File: config.mk
export PLATFORM = sky130hd
export DESIGN_NAME = cmd_seq_master
export DESIGN_NICKNAME = d
export VERILOG_FILES = /design/src/rtl/cmd_seq_pkg.sv /design/src/rtl/cmd_seq_fifo.sv /design/src/rtl/cmd_seq_master.sv
export SDC_FILE = /design/constraint.sdc
export NUM_CORES = 1
export LEC_CHECK = 0
export BUFFER_PORTS_ARGS = -buffer_cell sky130_fd_sc_hd__buf_2
export CAP_MARGIN = 25
export CORE_UTILIZATION = 38
export CTS_BUF_LIST = sky130_fd_sc_hd__clkbuf_8
export DETAILED_ROUTE_END_ITERATION = 10
export PLACE_DENSITY = 0.58
export SLEW_MARGIN = 20
export SYNTH_ARGS = -nofsm -noshare
export SYNTH_HDL_FRONTEND = slang
export SYNTH_SLANG_ARGS = --single-unit
File: constraint.sdc
create_clock -name clk -period 10.4 [get_ports clk]
set_clock_uncertainty 0.15 [all_clocks]
set_input_delay 1.04 -clock clk [delete_from_list [all_inputs] [get_ports clk]]
set_output_delay 1.04 -clock clk [all_outputs]
set_load 0.03 [all_outputs]
File: src/rtl/cmd_seq_pkg.sv
// Shared types and constants for the command sequencer.
// Holds the FSM state enum, remote opcodes and the default ACK byte.
package cmd_seq_pkg;

    typedef enum logic [2:0] {
        IDLE,
        SEND_CMD,
        WAIT_CMD,
        SEND_DAT,
        WAIT_DAT,
        WAIT_RESP,
        CHECK
    } state_t;

    localparam logic [7:0] SET_PTCH  = 8'h02;
    localparam logic [7:0] SET_ROLL  = 8'h03;
    localparam logic [7:0] SET_YAW   = 8'h04;
    localparam logic [7:0] SET_THRST = 8'h05;
    localparam logic [7:0] SET_CAL   = 8'h06;
    localparam logic [7:0] SET_EMGL  = 8'h07;
    localparam logic [7:0] SET_MOFF  = 8'h08;

    localparam logic [7:0] ACK_DEF = 8'hA5;

endpackage

File: src/rtl/cmd_seq_fifo.sv
// Circular command queue, DEPTH x W, pointer pair with wrap bit.
// Ports: wr/wr_data push, pop/rd_data head, flush empties, full/empty, ovfl sticky.
module cmd_seq_fifo #(
    parameter int DEPTH = 8,
    parameter int W     = 24
) (
    input  logic         clk,
    input  logic         rst,
    input  logic         wr,
    input  logic [W-1:0] wr_data,
    input  logic         pop,
    input  logic         flush,
    output logic [W-1:0] rd_data,
    output logic         full,
    output logic         empty,
    output logic         ovfl
);

    localparam int AW = $clog2(DEPTH);

    logic [AW:0]  wp;
    logic [AW:0]  rp;
    logic [W-1:0] mem [DEPTH];
    logic         rd_ok;
    logic         wr_ok;

    assign full    = (wp[AW] != rp[AW]) && (wp[AW-1:0] == rp[AW-1:0]);
    assign empty   = (wp == rp);
    assign rd_ok   = pop && !empty && !flush;
    // A pop in the same cycle frees the slot, so a write to a full queue still lands.
    assign wr_ok   = wr && !flush && (!full || rd_ok);
    assign rd_data = mem[rp[AW-1:0]];

    always_ff @(posedge clk or posedge rst) begin
        if (rst) begin
            wp   <= '0;
            rp   <= '0;
            ovfl <= 1'b0;
        end else if (flush) begin
            wp <= '0;
            rp <= '0;
        end else begin
            if (wr_ok) wp <= wp + 1'b1;
            if (rd_ok) rp <= rp + 1'b1;
            if (wr && !wr_ok) ovfl <= 1'b1;
        end
    end

    always_ff @(posedge clk) begin
        if (wr_ok) mem[wp[AW-1:0]] <= wr_data;
    end

endmodule

File: src/rtl/cmd_seq_master.sv
// Queued command master: sends opcode + payload over a byte UART, checks ACK, retries.
// Ports: cmd_in/data_in/cmd_wr enqueue, abort flush, tx_* / rx_* UART side, status outputs.
module cmd_seq_master
    import cmd_seq_pkg::*;
#(
    parameter int         DEPTH       = 8,
    parameter int         DATA_BYTES  = 2,
    parameter logic [7:0] ACK_VAL     = ACK_DEF,
    parameter int         TIMEOUT_CYC = 1048576,
    parameter int         MAX_RETRY   = 2,
    // With no payload the data port keeps one unused byte so it never has zero width.
    localparam int        PW          = (DATA_BYTES > 0) ? 8 * DATA_BYTES : 8
) (
    input  logic          clk,
    input  logic          rst,
    input  logic [7:0]    cmd_in,
    input  logic [PW-1:0] data_in,
    input  logic          cmd_wr,
    input  logic          abort,
    output logic          q_full,
    output logic          q_empty,
    output logic [7:0]    tx_data,
    output logic          trmt,
    input  logic          tx_done,
    input  logic [7:0]    rx_data,
    input  logic          rx_rdy,
    output logic          clr_rx_rdy,
    output logic          busy,
    output logic          cmd_ok,
    output logic          cmd_err,
    output logic [7:0]    last_resp,
    output logic          ovfl,
    output logic [7:0]    err_cnt
);

    localparam int TW = $clog2(TIMEOUT_CYC);
    localparam int RW = $clog2(MAX_RETRY + 2);
    localparam logic [TW-1:0] TMAX = TW'(TIMEOUT_CYC - 1);
    localparam logic [RW-1:0] RMAX = RW'(MAX_RETRY);
    localparam logic [2:0]    LAST = 3'((DATA_BYTES > 0) ? DATA_BYTES - 1 : 0);

    state_t        state, state_n;
    logic [TW-1:0] timer, timer_n;
    logic [RW-1:0] retry, retry_n;
    logic [2:0]    byte_idx, idx_n;
    logic          resp_ok, resp_ok_n;
    logic          owed, owed_n;
    logic [7:0]    tx_data_n, last_n, err_cnt_n;
    logic          trmt_n, clr_n, ok_n, err_n, busy_n;
    logic          pop, rx_new, done;
    logic [PW+7:0] head;
    logic [7:0]    head_op;
    logic [PW-1:0] head_dat, dat_sh;

    cmd_seq_fifo #(
        .DEPTH(DEPTH),
        .W    (PW + 8)
    ) u_fifo (
        .clk    (clk),
        .rst    (rst),
        .wr     (cmd_wr),
        .wr_data({cmd_in, data_in}),
        .pop    (pop),
        .flush  (abort),
        .rd_data(head),
        .full   (q_full),
        .empty  (q_empty),
        .ovfl   (ovfl)
    );

    assign head_op  = head[PW+7:PW];
    assign head_dat = head[PW-1:0];
    assign dat_sh   = head_dat << {byte_idx, 3'b000};
    // rx_rdy is still high in the cycle our clear is on the wire; ignore it then.
    assign rx_new   = rx_rdy && !clr_rx_rdy;
    // owed marks a byte left running by abort; its tx_done belongs to nobody.
    assign done     = tx_done && !owed;

    always_comb begin
        state_n   = state;
        timer_n   = timer;
        retry_n   = retry;
        idx_n     = byte_idx;
        resp_ok_n = resp_ok;
        owed_n    = owed;
        tx_data_n = tx_data;
        last_n    = last_resp;
        err_cnt_n = err_cnt;
        trmt_n    = 1'b0;
        clr_n     = 1'b0;
        ok_n      = 1'b0;
        err_n     = 1'b0;
        pop       = 1'b0;
        if (tx_done) owed_n = 1'b0;
        if (abort) begin
            state_n = IDLE;
            timer_n = '0;
            retry_n = '0;
            idx_n   = '0;
            if ((state == WAIT_CMD || state == WAIT_DAT) && !tx_done)
                owed_n = 1'b1;
            if (rx_new) clr_n = 1'b1;
        end else begin
            unique case (state)
                IDLE: begin
                    if (!q_empty && !owed) state_n = SEND_CMD;
                end
                SEND_CMD: begin
                    trmt_n    = 1'b1;
                    tx_data_n = head_op;
                    state_n   = WAIT_CMD;
                end
                WAIT_CMD: begin
                    if (done) begin
                        if (DATA_BYTES == 0) begin
                            state_n = WAIT_RESP;
                            timer_n = '0;
                        end else begin
                            state_n = SEND_DAT;
                        end
                    end
                end
                SEND_DAT: begin
                    trmt_n    = 1'b1;
                    tx_data_n = dat_sh[PW-1 -: 8];
                    state_n   = WAIT_DAT;
                end
                WAIT_DAT: begin
                    if (done) begin
                        idx_n = byte_idx + 3'd1;
                        if (byte_idx == LAST) begin
                            state_n = WAIT_RESP;
                            timer_n = '0;
                        end else begin
                            state_n = SEND_DAT;
                        end
                    end
                end
                WAIT_RESP: begin
                    if (rx_new) begin
                        last_n    = rx_data;
                        clr_n     = 1'b1;
                        resp_ok_n = (rx_data == ACK_VAL);
                        state_n   = CHECK;
                    end else if (timer == TMAX) begin
                        resp_ok_n = 1'b0;
                        state_n   = CHECK;
                    end else begin
                        timer_n = timer + 1'b1;
                    end
                end
                CHECK: begin
                    idx_n = '0;
                    if (resp_ok) begin
                        ok_n    = 1'b1;
                        pop     = 1'b1;
                        retry_n = '0;
                        state_n = IDLE;
                    end else if (retry < RMAX) begin
                        retry_n = retry + 1'b1;
                        state_n = SEND_CMD;
                    end else begin
                        err_n     = 1'b1;
                        pop       = 1'b1;
                        retry_n   = '0;
                        err_cnt_n = (err_cnt == 8'hFF) ? err_cnt : err_cnt + 8'd1;
                        state_n   = IDLE;
                    end
                end
                default: state_n = IDLE;
            endcase
            if (state != WAIT_RESP && rx_new) clr_n = 1'b1;
        end
        busy_n = (state_n != IDLE);
    end

    always_ff @(posedge clk or posedge rst) begin
        if (rst) begin
            state      <= IDLE;
            timer      <= '0;
            retry      <= '0;
            byte_idx   <= '0;
            resp_ok    <= 1'b0;
            owed       <= 1'b0;
            tx_data    <= '0;
            trmt       <= 1'b0;
            clr_rx_rdy <= 1'b0;
            busy       <= 1'b0;
            cmd_ok     <= 1'b0;
            cmd_err    <= 1'b0;
            last_resp  <= '0;
            err_cnt    <= '0;
        end else begin
            state      <= state_n;
            timer      <= timer_n;
            retry      <= retry_n;
            byte_idx   <= idx_n;
            resp_ok    <= resp_ok_n;
            owed       <= owed_n;
            tx_data    <= tx_data_n;
            trmt       <= trmt_n;
            clr_rx_rdy <= clr_n;
            busy       <= busy_n;
            cmd_ok     <= ok_n;
            cmd_err    <= err_n;
            last_resp  <= last_n;
            err_cnt    <= err_cnt_n;
        end
    end

endmodule

# Yosys cells after proc, flatten, opt, wreduce, memory -nomap -nowiden

Memory sizes are Yosys's and may differ from the RTL's.
Index checks and enable logic that the tools add are counted.

Output and inout port bits: 32
Logic and storage cells: 136
Register bits after elaboration: 68
Memories kept: 1
Bits in read-only memories: 0
Memory bits (writable): 192
Latch bits: 0
Input port bits: 38

Memories:

| name       | words | width | rd ports | clocked after memory_dff | wr ports | RTL line           | RTL |
|---|---|---|---|---|---|---|---|
| u_fifo.mem | 8     | 24    | 1        | 0                        | 1        | cmd_seq_fifo.sv:23 | `logic [W-1:0] mem [DEPTH];` |

Reduce and logical (&&, ||, !) cells: 37
Add/subtract/negate cells: 6
Mux-type cells: 51
Bitwise logic cells: 4
Multiply operators: 0
Magnitude comparators: 1
Div/mod/pow operators: 0
Equal/unequal tests: 18
Shift-type cells: 1

Operators by type and width:

| kind                  | number |
|---|---|
| $mux 20               | 5 |
| $pmux 20 s2           | 1 |
| $mux 3                | 9 |
| $mux 1                | 25 |
| $pmux 3 s7            | 1 |
| $add 20x1->20 const B | 1 |
| $eq 20x20->1 const B  | 1 |
| $eq 8x8->1 const B    | 2 |
| $mux 4                | 4 |
| $pmux 8 s2            | 1 |
| $shl 16x6->16         | 1 |
| $ne 3x3->1 const B    | 4 |
| $logic_and 1x1->1     | 11 |
| $reduce_and 5->1      | 2 |
| $reduce_bool 2->1     | 5 |
| $eq 3x3->1 const B    | 3 |
| $reduce_bool 3->1     | 3 |
| $add 4x1->4 const B   | 2 |
| $add 8x1->8 const B   | 1 |
| $mux 2                | 4 |
| $logic_not 1->1       | 7 |
| $eq 3x1->1 const B    | 2 |
| $eq 3x2->1 const B    | 2 |
| $pmux 3 s2            | 1 |
| other kinds (13)      | 20 |

# Logic depth before layout (Yosys ltp)

Word-level depth: 12
Gate-level depth with buffers: 8
Depth with buffers taken out: 7

# Cells and area by module

Synthesis repeated with hierarchy kept, for this count alone.

Cells, all modules: 652
Area total of the unflattened synthesis: 10966.8 µm²

By module, submodules not included:

| module         | instances | area each (µm²) | cells an instance | seq. area each (µm²) |
|---|---|---|---|---|
| cmd_seq_fifo   | 1         | 7825.0          | 347               | 5990.7 |
| cmd_seq_master | 1         | 3141.8          | 305               | 1476.4 |

# Worst setup path before layout

Ideal clock, no wire load.

Path kind: input to register
Start point: in abort
End point: mem u_fifo.mem[0][0] (enable)
Required time: 9784 ps
Arrival time: 4171 ps
Cell stages on the path: 5
Path slack: 5613 ps
Path buffers: 2
Setup time: 466 ps
Path through: buf_2 > clkbuf_1 > nor2b_1 > o21ai_0 > nor4_1

Cells in the longest elaborated chain, start to end: 7
Elaborated cells between the ends (all ways): 9
Classes of those cells: mux (3); reduce/logical (6)

RTL lines:

| element                          | RTL line             | RTL |
|---|---|---|
| from (decl)                      | cmd_seq_master.sv:19 | `input logic abort,` |
| $mux 1                           | cmd_seq_master.sv:95 | `if (abort) begin` |
| $logic_and 1x1->1 (2 in series)  | cmd_seq_fifo.sv:29   | `assign rd_ok = pop && !empty && !flush;` |
| $logic_or 1x1->1                 | cmd_seq_fifo.sv:31   | `assign wr_ok = wr && !flush && (!full \|\| rd_ok);` |
| $logic_and 1x1->1 (*)            | cmd_seq_fifo.sv:31   |  |
| $mux 1 (*)                       | cmd_seq_fifo.sv:50   | `if (wr_ok) mem[wp[AW-1:0]] <= wr_data;` |
| $mux 1 (not written as such) (*) | cmd_seq_fifo.sv:50   |  |
| to (decl)                        | cmd_seq_fifo.sv:23   |  |

Every way passes the cells marked *; elsewhere a longest branch is shown, timed or not.

# Worst setup path after layout

Start point: reg u_fifo.rp[1]
End point: out q_full

Cells in the longest elaborated chain, start to end: 2

RTL lines:

| element                | RTL line             | RTL |
|---|---|---|
| from (decl)            | cmd_seq_fifo.sv:22   | `logic [AW:0] rp;` |
| from (signal assigned) | cmd_seq_fifo.sv:44   | `if (rd_ok) rp <= rp + 1'b1;` |
| $eq 3x3->1             | cmd_seq_fifo.sv:27   | `assign full = (wp[AW] != rp[AW]) && (wp[AW-1:0] == rp[AW-1:0]);` |
| $logic_and 1x1->1      | cmd_seq_fifo.sv:27   |  |
| to (decl)              | cmd_seq_master.sv:20 | `output logic q_full,` |

Every way passes these cells.

==> impl_metrics.tcl <==
set metrics [dict create \
    outcome "completed" \
    clock_sinks 260 \
    core_area_um2 27800 \
    wirelength_um 22700 \
    fin_crit_sh_pct 33.0 \
    synth_top_area_share_pct 53.9 \
    cts_setup_buffers 0 \
    synth_area_leaders "edfxtp_1 54%, dfrtp_1 16%, mux4_2 8.4%" \
    slew_headroom_pct 36.7 \
    num_vias 6072 \
    syn_to_final_growth_pct 15.0 \
    p_leak_nw 4.44 \
    syn-num-nets 707 \
    setup.worst_path.class "reg2out" \
    min_period_ns 3.43 \
    clkLatencyLatePin_ns 0.57 \
    grt_pass1_wl_um 35400 \
    p_sw_share_pct 25.3 \
    die_width_um 170 \
    report.final.hold_viol_count 0 \
    fin_ws_ns 6.97 \
    cts_max_path_buffers 3 \
    syn_area_um2 10700 \
    intPower_mw 1.63 \
    cap_violations 0 \
    required_ns 9.21 \
    drtAntennaViolNets 0 \
    cp-end-kind "primary output" \
    avgViaCountPerCell 5.21 \
    ios 70 \
    wire_per_inst_um 19.5 \
    max_freq_ghz 0.292 \
    setup_viol 0 \
    globalRouteOverflowTotal 0 \
    drive_gt1_share_pct 27.2 \
    ys_types 52 \
    cts-resized-gates 0 \
    path_clk_slew_ns 0.06 \
    layout.nets 801 \
    switchingPower_mw 0.552 \
    async_flop_share_pct 26.2 \
    synth_top_cell_by_area "edfxtp_1" \
    hp-class "reg2reg" \
    cpPeakStageDelay_ns 0.51 \
    cts_buffers 44 \
    initial_core_util_pct 38.5 \
    cp_data_arrival_time_ns 2.24 \
    ys_seq_elements 260 \
    h-tree-depth 2 \
    cts_tree "done" \
    cp_top_family "buffers and inverters" \
    gp_congestion 0.800 \
    multi_input_area_um2 3090 \
    ys.flop_type "edfxtp_1" \
    synth_edf_count 192 \
    p_comb_share_pct 8.1 \
    seq_area_frac_synth_pct 69.7 \
    power_frac_seq_pct 54.6 \
    drc 0 \
    tightest_slew_ns 0.940 \
    syn-mean-instance-area_um2 16.1 \
    drv_slew 0 \
    max-vdd-ir-drop_mv 0.114 \
    ctsHoldBuffers 0 \
    antenna_found_initial 0 \
    first_global_vias 6436 \
    diodes 0 \
    regArea_um2 7470 \
    dp.final_hpwl_um 13700 \
    crit_path_top_delay_cell "buf_4" \
    path_buf_inv 3 \
    rsz0062_at_grt "false" \
    yosysWarnings 0 \
    start_kind "flop" \
    clkPwrFrac_pct 37.3 \
    portBuffers 69 \
    hold_ws_ns 0.335 \
    die_y_um 170 \
    grt_max_degree 69 \
    drt_iter0_drc 395 \
    finalSetupTns_ns 0 \
    rows 61 \
    dr.pass1.iters 5 \
    syn_inst 663 \
    ctsRootBufferMaster "clkbuf_8" \
    dpl_worst_slack_ns 7.09 \
    n_fill_cell 2543 \
    die_area_um2 28900 \
    critPathMaxFanout 46 \
    pwr_density_cell_nw_per_um2 177 \
    worstPathCellList "buf_4, xnor2_1, nand4_1, inv_1, buf_2" \
    grtUsageTotal_pct 16.2 \
]
cell usage in the layout, fill, tap and decap left out, types with 6 or more instances in the layout:
cell      count
dfrtp_1      66
nand2b_1      8
edfxtp_1    192
a211oi_1      7
a21oi_1      15
clkinv_1     10
nor2_1       37
nand2_1      25
and3_1        7
or3_1         6
nand4_1      11
clkbuf_8     46
a211o_1       8
o21ai_0      17
buf_2        69
mux4_2       40
mux2_2       25
nor4_1       13
nor3_1        7
o22ai_1      16
inv_1        25
ha_1          6
buf_4        12
nand3_1      12
xnor2_1      21
mux2i_1      17
final timing paths:
| kind | from | endpoint | slack, ns | cells after the start |
|---|---|---|---|---|
| setup / recovery | u_fifo.rp[1]$_DFFE_PP0P_ | q_full | 6.97 | 5 |
| hold / removal | err_cnt[4]$_DFFE_PP0P_ | err_cnt[4]$_DFFE_PP0P_ | 0.34 | 1 |
| setup reg to reg | state[1]$_DFF_PP0_ | u_fifo.mem[0][5]$_DFFE_PP_ | 7.21 | 5 |
| min in group asynchronous | rst | timer[19]$_DFFE_PP0P_ | 0.59 | 3 |
| hold reg to reg | err_cnt[4]$_DFFE_PP0P_ | err_cnt[4]$_DFFE_PP0P_ | 0.34 | 1 |
| max in group asynchronous | rst | u_fifo.rp[0]$_DFFE_PP0P_ | 8.79 | 3 |
layout make-up:
type / instances / area share, %
Sequential cell: 260 / 60.7
Multi-Input combinational cell: 357 / 25.1
Clock buffer: 46 / 5.14
Tap cell: 378 / 3.84
Timing Repair Buffer: 82 / 3.66
Clock inverter: 31 / 1.21
Inverter: 12 / 0.366
stage by stage:
stage          power, mW  cells  utilization, %  instance area, um2
2_1_floorplan       1.31    663               -               10700
3_3_place_gp        1.38   1088            41.4               11500
3_5_place_dp        1.39   1089            41.5               11500
4_1_cts             2.21   1166            44.3               12300
5_1_grt             2.27   1166            44.3               12300
6_report            2.18   1166            44.3               12300
power by group through the flow:
stage	sequential (mW)	clock (mW)	combinational (mW)
2_1_floorplan	1.23	0	0.0834
3_3_place_gp	1.21	0	0.170
3_5_place_dp	1.21	0	0.179
4_1_cts	1.19	0.840	0.180
5_1_grt	1.19	0.884	0.192
6_report	1.19	0.813	0.177
synth_stat cells, types with 2 or more instances:
cell	count
o21ai_0	17
and3_1	7
inv_1	11
nand4bb_1	2
xnor2_1	21
o31ai_1	3
nand4_1	11
edfxtp_1	192
ha_1	6
mux2i_1	17
buf_2	11
or3_1	6
nand3_1	12
nor3_1	11
and4_1	4
dfrtp_1	68
nor2b_1	4
nor4_1	14
mux4_2	40
mux2_2	25
a211o_1	8
xor2_1	3
and2_1	2
buf_1	3
a31oi_1	3
nand3b_1	3
o211ai_1	4
nor4bb_1	3
clkbuf_1	19
nor3b_1	2
a21o_1	2
o21ai_1	4
o22ai_1	16
a211oi_1	7
nand2b_1	8
nor2_1	40
nand2_1	25
a21oi_1	15
state kept, by name, summed over array words and instances (netlist names):
signal       count
u_fifo.rp        4
cmd_ok           1
tx_data          8
busy             1
last_resp        8
u_fifo.wp        4
resp_ok          1
err_cnt          8
retry            2
u_fifo.ovfl      1
state            3
owed             1
u_fifo.mem     192
timer           20
trmt             1
byte_idx         3
clr_rx_rdy       1
cmd_err          1
worst register-to-register path, cell delays in order (launching register included):
cell      delay [ns]
dfrtp_1         0.79
nand3b_1        0.44
nor2_1          0.36
o21ai_0         0.37
nor4_2          0.28
buf_4           0.44
layer usage:
metal | wire [um] | track usage [%] | up-vias
met4 | 450 | 5.44 | 0
met3 | 1220 | 3.67 | 36
met2 | 11200 | 26.9 | 156
li1 | - | - | 2791
met5 | 0 | 0 | -
met1 | 9870 | 20.9 | 3089
cells by family (layout without fill, tap and decap cells):
logic type                 count (synthesis)  count (layout)  share of synthesized area (%)
and+or+nand+nor                          160             160                           8.06
muxes                                     83              83                           12.7
xor gates and xnor gates                  24              24                           1.96
adders and majority gates                  6               6                          0.701
buffers and inverters                     46             171                           1.75
DFF                                      260             260                           69.7
AOI/OAI and AO/OA                         84              84                           5.04
(Power assumes the default switching activity.)
